### config.mk
export PLATFORM = sky130hd
export DESIGN_NAME = opb_register_bank_flat
export DESIGN_NICKNAME = d
export VERILOG_FILES = /design/src/rtl/opb_register_bank_if.sv /design/src/rtl/opb_register_bank.sv /design/src/flat_wrapper.sv
export SDC_FILE = /design/constraint.sdc
export NUM_CORES = 1
export LEC_CHECK = 0
export ABC_CLOCK_PERIOD_IN_PS = 3300
export CAP_MARGIN = 25
export CORE_MARGIN = 2
export CORE_UTILIZATION = 48
export CTS_BUF_LIST = sky130_fd_sc_hd__clkbuf_16
export CTS_CLUSTER_SIZE = 14
export DETAILED_ROUTE_END_ITERATION = 12
export PLACE_DENSITY_LB_ADDON = 0.25
export SLEW_MARGIN = 30
export SYNTH_ARGS = -nofsm -noshare
export SYNTH_HDL_FRONTEND = slang
export SYNTH_SLANG_ARGS = --single-unit
### constraint.sdc
create_clock -name OPB_Clk -period 3.3 [get_ports OPB_Clk]
set_input_delay 0.825 -clock OPB_Clk [delete_from_list [all_inputs] [get_ports OPB_Clk]]
set_output_delay 0.825 -clock OPB_Clk [all_outputs]
set_load 0.05 [all_outputs]
### src/rtl/opb_register_bank_if.sv
// OPB slave-side bus bundle for opb_register_bank.
// Bit 0 is the MSB of every OPB vector, so each vector uses ascending [0:N] ranges.
interface opb_register_bank_if;
  logic [0:31] OPB_ABus;
  logic [0:3]  OPB_BE;
  logic [0:31] OPB_DBus;
  logic        OPB_RNW;
  logic        OPB_select;
  logic        OPB_seqAddr;
  logic [0:31] Sl_DBus;
  logic        Sl_xferAck;
  logic        Sl_errAck;
  logic        Sl_retry;
  logic        Sl_toutSup;

  modport master (
    output OPB_ABus, OPB_BE, OPB_DBus, OPB_RNW, OPB_select, OPB_seqAddr,
    input  Sl_DBus, Sl_xferAck, Sl_errAck, Sl_retry, Sl_toutSup
  );

  modport slave (
    input  OPB_ABus, OPB_BE, OPB_DBus, OPB_RNW, OPB_select, OPB_seqAddr,
    output Sl_DBus, Sl_xferAck, Sl_errAck, Sl_retry, Sl_toutSup
  );
endinterface

### src/rtl/opb_register_bank.sv
// OPB slave register bank: C_NUM_REGS 32-bit byte-writable registers.
// The registers are exported flat on user_data_out, with a one-cycle
// user_wr_stb pulse for each register that is updated.
// Every transfer is accepted in IDLE, acknowledged for exactly one cycle in ACK,
// and then held in WAIT until the master drops OPB_select.
// An index beyond C_NUM_REGS is acknowledged with Sl_errAck.
// Optional macro OPB_REGBANK_READBACK_EN: when it is defined, reads return the
// register contents. When it is undefined, reads are acked with Sl_DBus = 0 and
// no read mux is built.
module opb_register_bank #(
  parameter logic [31:0] C_BASEADDR  = 32'h01003800,
  parameter logic [31:0] C_HIGHADDR  = 32'h010038FF,
  parameter int          C_NUM_REGS  = 8,
  parameter logic [31:0] C_RESET_VAL = 32'h00000000,
  parameter              C_FAMILY    = "virtex5"
) (
  input  logic                       OPB_Clk,
  input  logic                       OPB_Rst,
  opb_register_bank_if.slave         bus,
  output logic [32*C_NUM_REGS-1:0]   user_data_out,
  output logic [C_NUM_REGS-1:0]      user_wr_stb
);

  localparam int DATA_W = 32;

  typedef enum logic [1:0] {IDLE, ACK, WAIT} state_t;

  state_t                   state;
  logic [DATA_W-1:0]        addr_p0;
  logic [DATA_W-1:0]        offset_p0;
  logic [DATA_W-1:0]        wdata_p0;
  logic [29:0]              idx_p0;
  logic                     hit_p0;
  logic                     idx_ok_p0;
  logic                     wr_p0;
  logic [C_NUM_REGS-1:0]    wr_sel_p0;
  logic [32*C_NUM_REGS-1:0] regs_p1;
  logic [DATA_W-1:0]        sl_dbus_p1;
  logic                     ack_p1;
  logic                     err_p1;
  logic [C_NUM_REGS-1:0]    stb_p1;
  logic                     unused_ok;

  // ---- p0: address decode of the request presented this cycle ----
  assign addr_p0   = bus.OPB_ABus;
  assign wdata_p0  = bus.OPB_DBus;
  assign offset_p0 = addr_p0 - C_BASEADDR;
  assign idx_p0    = offset_p0[31:2];
  assign hit_p0    = bus.OPB_select && (addr_p0 >= C_BASEADDR) && (addr_p0 <= C_HIGHADDR);
  assign idx_ok_p0 = ({2'b00, idx_p0} < 32'(C_NUM_REGS));
  assign wr_p0     = (state == IDLE) && hit_p0 && idx_ok_p0 && !bus.OPB_RNW && (|bus.OPB_BE);

  // One-hot select of the register written on this edge; empty unless a real write is accepted
  always_comb begin
    wr_sel_p0 = '0;
    for (int i = 0; i < C_NUM_REGS; i++) begin
      if (wr_p0 && (idx_p0 == 30'(i))) wr_sel_p0[i] = 1'b1;
    end
  end

  // ---- p1: state committed on the accept edge, visible during ACK ----
  // Register file: byte-enabled writes on the IDLE->ACK edge, reset to C_RESET_VAL
  always_ff @(posedge OPB_Clk) begin
    if (OPB_Rst) begin
      regs_p1 <= {C_NUM_REGS{C_RESET_VAL}};
    end else begin
      for (int i = 0; i < C_NUM_REGS; i++) begin
        if (wr_sel_p0[i]) begin
          for (int b = 0; b < 4; b++) begin
            if (bus.OPB_BE[b]) regs_p1[32*i + 8*(3-b) +: 8] <= wdata_p0[8*(3-b) +: 8];
          end
        end
      end
    end
  end

  // Transfer FSM with registered acknowledge, error and strobe outputs
  always_ff @(posedge OPB_Clk) begin
    if (OPB_Rst) begin
      state  <= IDLE;
      ack_p1 <= 1'b0;
      err_p1 <= 1'b0;
      stb_p1 <= '0;
    end else begin
      ack_p1 <= 1'b0;
      err_p1 <= 1'b0;
      stb_p1 <= '0;
      case (state)
        IDLE: begin
          if (hit_p0) begin
            state  <= ACK;
            ack_p1 <= 1'b1;
            err_p1 <= !idx_ok_p0;
            stb_p1 <= wr_sel_p0;
          end
        end
        ACK:     state <= WAIT;
        WAIT:    if (!bus.OPB_select) state <= IDLE;
        default: state <= IDLE;
      endcase
    end
  end

`ifdef OPB_REGBANK_READBACK_EN
  logic [DATA_W-1:0] rd_data_p0;

  // Read mux over the register file
  always_comb begin
    rd_data_p0 = '0;
    for (int i = 0; i < C_NUM_REGS; i++) begin
      if (idx_p0 == 30'(i)) rd_data_p0 = regs_p1[32*i +: 32];
    end
  end

  // Read data is launched on the accept edge and exists only for the ACK cycle
  always_ff @(posedge OPB_Clk) begin
    if (OPB_Rst) begin
      sl_dbus_p1 <= '0;
    end else if ((state == IDLE) && hit_p0 && idx_ok_p0 && bus.OPB_RNW) begin
      sl_dbus_p1 <= rd_data_p0;
    end else begin
      sl_dbus_p1 <= '0;
    end
  end
`else
  assign sl_dbus_p1 = '0;
`endif

  assign bus.Sl_DBus    = sl_dbus_p1;
  assign bus.Sl_xferAck = ack_p1;
  assign bus.Sl_errAck  = err_p1;
  assign bus.Sl_retry   = 1'b0;
  assign bus.Sl_toutSup = 1'b0;
  assign user_data_out  = regs_p1;
  assign user_wr_stb    = stb_p1;

  // seqAddr, the byte-offset address bits and the family name carry no function
  assign unused_ok = &{1'b0, bus.OPB_seqAddr, offset_p0[1:0], ^C_FAMILY};

endmodule

### src/flat_wrapper.sv
// flat-port wrapper written by rule: the top's interface ports become plain ports
module opb_register_bank_flat 
#(
  parameter logic [31:0] C_BASEADDR  = 32'h01003800,
  parameter logic [31:0] C_HIGHADDR  = 32'h010038FF,
  parameter int          C_NUM_REGS  = 8,
  parameter logic [31:0] C_RESET_VAL = 32'h00000000,
  parameter              C_FAMILY    = "       "
)
  (OPB_Clk, OPB_Rst, user_data_out, user_wr_stb, bus_OPB_ABus, bus_OPB_BE, bus_OPB_DBus, bus_OPB_RNW, bus_OPB_select, bus_OPB_seqAddr, bus_Sl_DBus, bus_Sl_xferAck, bus_Sl_errAck, bus_Sl_retry, bus_Sl_toutSup);
  opb_register_bank_if bus_i ();
  input  logic OPB_Clk;
  input  logic OPB_Rst;
  output logic [32*C_NUM_REGS-1:0] user_data_out;
  output logic [C_NUM_REGS-1:0] user_wr_stb;
  input wire logic [$bits(bus_i.OPB_ABus)-1:0] bus_OPB_ABus;
  input wire logic [$bits(bus_i.OPB_BE)-1:0] bus_OPB_BE;
  input wire logic [$bits(bus_i.OPB_DBus)-1:0] bus_OPB_DBus;
  input wire logic [$bits(bus_i.OPB_RNW)-1:0] bus_OPB_RNW;
  input wire logic [$bits(bus_i.OPB_select)-1:0] bus_OPB_select;
  input wire logic [$bits(bus_i.OPB_seqAddr)-1:0] bus_OPB_seqAddr;
  output wire logic [$bits(bus_i.Sl_DBus)-1:0] bus_Sl_DBus;
  output wire logic [$bits(bus_i.Sl_xferAck)-1:0] bus_Sl_xferAck;
  output wire logic [$bits(bus_i.Sl_errAck)-1:0] bus_Sl_errAck;
  output wire logic [$bits(bus_i.Sl_retry)-1:0] bus_Sl_retry;
  output wire logic [$bits(bus_i.Sl_toutSup)-1:0] bus_Sl_toutSup;
  assign bus_i.OPB_ABus = bus_OPB_ABus;
  assign bus_i.OPB_BE = bus_OPB_BE;
  assign bus_i.OPB_DBus = bus_OPB_DBus;
  assign bus_i.OPB_RNW = bus_OPB_RNW;
  assign bus_i.OPB_select = bus_OPB_select;
  assign bus_i.OPB_seqAddr = bus_OPB_seqAddr;
  assign bus_Sl_DBus = bus_i.Sl_DBus;
  assign bus_Sl_xferAck = bus_i.Sl_xferAck;
  assign bus_Sl_errAck = bus_i.Sl_errAck;
  assign bus_Sl_retry = bus_i.Sl_retry;
  assign bus_Sl_toutSup = bus_i.Sl_toutSup;
  opb_register_bank #(.C_BASEADDR(C_BASEADDR), .C_HIGHADDR(C_HIGHADDR), .C_NUM_REGS(C_NUM_REGS), .C_RESET_VAL(C_RESET_VAL), .C_FAMILY(C_FAMILY)) u_core (.OPB_Clk(OPB_Clk), .OPB_Rst(OPB_Rst), .bus(bus_i), .user_data_out(user_data_out), .user_wr_stb(user_wr_stb));
endmodule
==> summary.md <==
| Metric | Value |
|---|---|
| Largest net degree at the start of global routing | `126` |
| Slew @ Worst Pin | `0.658 ns` |
| Area fraction of the dominant cell type after synthesis | `0.421` |
| Worst skew pair latency | `0.55 ns` |
| Final Max Slew Viols | `0` |
| Clock-pin slew on the worst setup and hold paths | `0.06 ns` |
| Mapped Cells | `1,504` |
| Largest cells by area after synthesis | `dfxtp_1, nand4_1, o31ai_1` |
| Synthesis warning total | `0` |
| Tcrit/Tclk final | `0.957` |
| IO buf count | `337` |
| DR WL/cell | `21.4 um` |
| Top Ports | `373` |
| Via density | `6.52` |
| Root buffer cell | `clkbuf_16` |
| # resized after CTS | `0` |
| Total negative slack | `0 ns` |
| Routability cong. | `0.836` |
| Final Skew | `0.00965 ns` |
| Hpwl dp | `30.7 mm` |
| Clk buf depth | `3` |
| Fmax | `0.317 GHz` |
| First-pass GRT wire length | `71.6 mm` |
| Status | `finished, final reports clean` |
| Setup-failing EPs final | `0` |
| Total Routing Usage GR | `0.309` |
| Worst EP required | `3.70 ns` |
| Post-layout min period | `3.16 ns` |
| CTS Buf Count | `29` |
| Total gr overflow | `0` |
| Cell Area, Synth | `0.0127 mm2` |
| Routed Antenna Nets | `0` |
| Router iterations before antenna repair | `6` |
| Power per cell area | `381 mW/mm2` |
| Maximum vdd drop | `0.324 mV` |
| FF-to-FF setup slack | `0.96 ns` |
| CP arrival | `3.56 ns` |
| Synth Register Bits | `268` |
| Initial drt markers | `2,075` |
| Core Rows | `59` |
| Ant diodes | `0` |
| TritonCTS clock tree | `done` |
| Via count | `14,000` |
| Crit Path Max Fanout | `105` |
| Register area share after synthesis | `0.421` |
| Vias in the first global route | `13,200` |
| EDFF count, synth | `0` |
| Post-synth ARST share | `0` |
| DRC Markers | `0` |
| Max-cap viol count | `0` |
| Final hold violations | `0` |
| Cell variety after synth | `52` |
| Hold Crit Class | `reg2reg` |
| Top_reg_cell synth | `dfxtp_1` |
| Die width | `167 um` |
| # Post-CTS Setup Buffers | `0` |
| Final Non-Filler Cells | `2,145` |
| Placed cells | `2,092` |
| Die area | `0.0279 mm2` |
| Antenna violations before repair | `1` |
| CTS sink cnt | `268` |
| PnR worst setup slack | `0.143 ns` |
| Vert. Die Dim | `167 um` |
| RSZ-0062 raised after global routing | `no` |
| Layout overhead on the synthesized area | `39.5%` |
| Worst slack at placement | `-0.352 ns` |
| Critical path class | `in2reg` |
| Starting density of the core | `0.489` |
| Layout cell share with drive strength beyond 1 | `0.110` |
| Leakage Power | `5.62 nW` |
| Mapped Avg Cell Area | `8.48 um2` |
| Critical path endpoint category | `register` |
| Total power | `6.77 mW` |
| H-tree level count | `1` |
| Synth area leader | `dfxtp_1` |
| Core Area | `0.0261 mm2` |
| Hold-fix buffers, CTS | `0` |
| # nets final | `1,862` |
| Routed WL | `45.9 mm` |
| Crit start category | `input pin` |
| Slew headroom | `0.561` |
==> cells by family after synthesis <==
kind of cell,count (synthesis),synth area share
fa+ha+maj,1,0.000981
compound gates,541,0.263
buf+inv,271,0.108
mux,2,0.00157
flops,268,0.421
simple gates,419,0.204
xor+xnor,1,0.000687
other cells,1,0.000294
==> state kept, by name, summed over array words and instances, names as in the netlist <==
register	flops
u_core.user_wr_stb	8
u_core.state	2
u_core.bus.Sl_errAck	1
u_core.user_data_out	256
u_core.bus.Sl_xferAck	1
==> per-layer routing <==
layer,track usage,wire [um],share of wire
met1,0.396,17800,0.39
met2,0.494,21000,0.46
met3,0.0649,4690,0.10
met4,0.156,2350,0.051
met5,0,13,0.00028
==> stage by stage <==
stage	hold WS, ns	instance area [um2]	utilization
floorplan	0.485	12900	-
global placement	0.451	16900	0.648
detailed placement	0.458	16900	0.648
CTS	0.465	17800	0.682
global route	0.482	17800	0.682
finish	0.464	17800	0.682
==> cells in the final DEF (no fill, tap or decap), types with 2 or more instances in the layout <==
| cell type | netlist | routed |
|---|---|---|
| nor4_1 | 11 | 11 |
| dfxtp_1 | 268 | 268 |
| clkinv_2 | 0 | 3 |
| clkinv_1 | 0 | 5 |
| mux2i_1 | 2 | 2 |
| clkdlybuf4s50_1 | 0 | 336 |
| nor3_1 | 13 | 12 |
| nand2_1 | 11 | 11 |
| nor2_1 | 40 | 40 |
| a211o_1 | 3 | 3 |
| a21oi_1 | 260 | 260 |
| nor2b_1 | 3 | 3 |
| nand4b_1 | 2 | 2 |
| buf_4 | 43 | 114 |
| nand4_1 | 290 | 290 |
| nand2b_1 | 2 | 2 |
| conb_1 | 1 | 34 |
| o21ai_0 | 34 | 33 |
| and4_1 | 29 | 29 |
| bufinv_16 | 0 | 2 |
| nor3_2 | 1 | 2 |
| inv_1 | 7 | 19 |
| clkbuf_16 | 0 | 29 |
| a211oi_1 | 2 | 2 |
| o2111ai_1 | 3 | 3 |
| o31ai_1 | 226 | 226 |
| nor3b_1 | 2 | 2 |
| a21boi_0 | 3 | 3 |
| buf_12 | 0 | 33 |
| or3_1 | 3 | 3 |
==> critical path: stages <==
cell and delay [ns]:
clkdlybuf4s50_1 0.49, ha_1 0.24, a211o_1 0.23, mux2i_1 0.12, o31ai_1 0.26, or4b_4 0.56, buf_12 0.24, o31ai_1 0.37
a21oi_1 0.12
==> path summary, 6_finish.rpt <==
path / startpoint / cells after the start / end
hold reg to reg: u_core.user_data_out[127] / 2 / u_core.user_data_out[127]
setup reg to reg: u_core.state[1] / 8 / u_core.user_data_out[142]
setup / recovery: bus_OPB_ABus[11] / 9 / u_core.user_data_out[91]
hold / removal: u_core.user_data_out[127] / 2 / u_core.user_data_out[127]
==> power by group <==
group	internal, mW	switching, mW
registers	3.23	0.0000000359
logic	0.149	0.338
clock network	1.74	1.32
total	5.12	1.65
==> final cells by class <==
cell class | instances | area, um2
Clock buffer | 29 | 726
Multi-Input combinational cell | 998 | 6200
Sequential cell | 268 | 5370
Timing Repair Buffer | 484 | 4890
Tap cell | 335 | 419
Fill cell | 2078 | 8280
Clock inverter | 24 | 155
Inverter | 7 | 26.3
==> cells in the mapped netlist, drive strengths merged, types with 2 or more instances <==
cell type and count:
nor3b 2, nand4b 2, inv 7, buf 124
nand2b 2, nor3 14, clkbuf 140, o21ai 35
nand2 11, nor2b 3, o31ai 226, a21boi 3
mux2i 2, a21oi 260, a311oi 2, dfxtp 268
a211oi 3, and4 29, or3 3, nor2 40
nor4b 2, nor4 12, o2111ai 3, nand4 291
a211o 3
(Power assumes the default switching activity.)
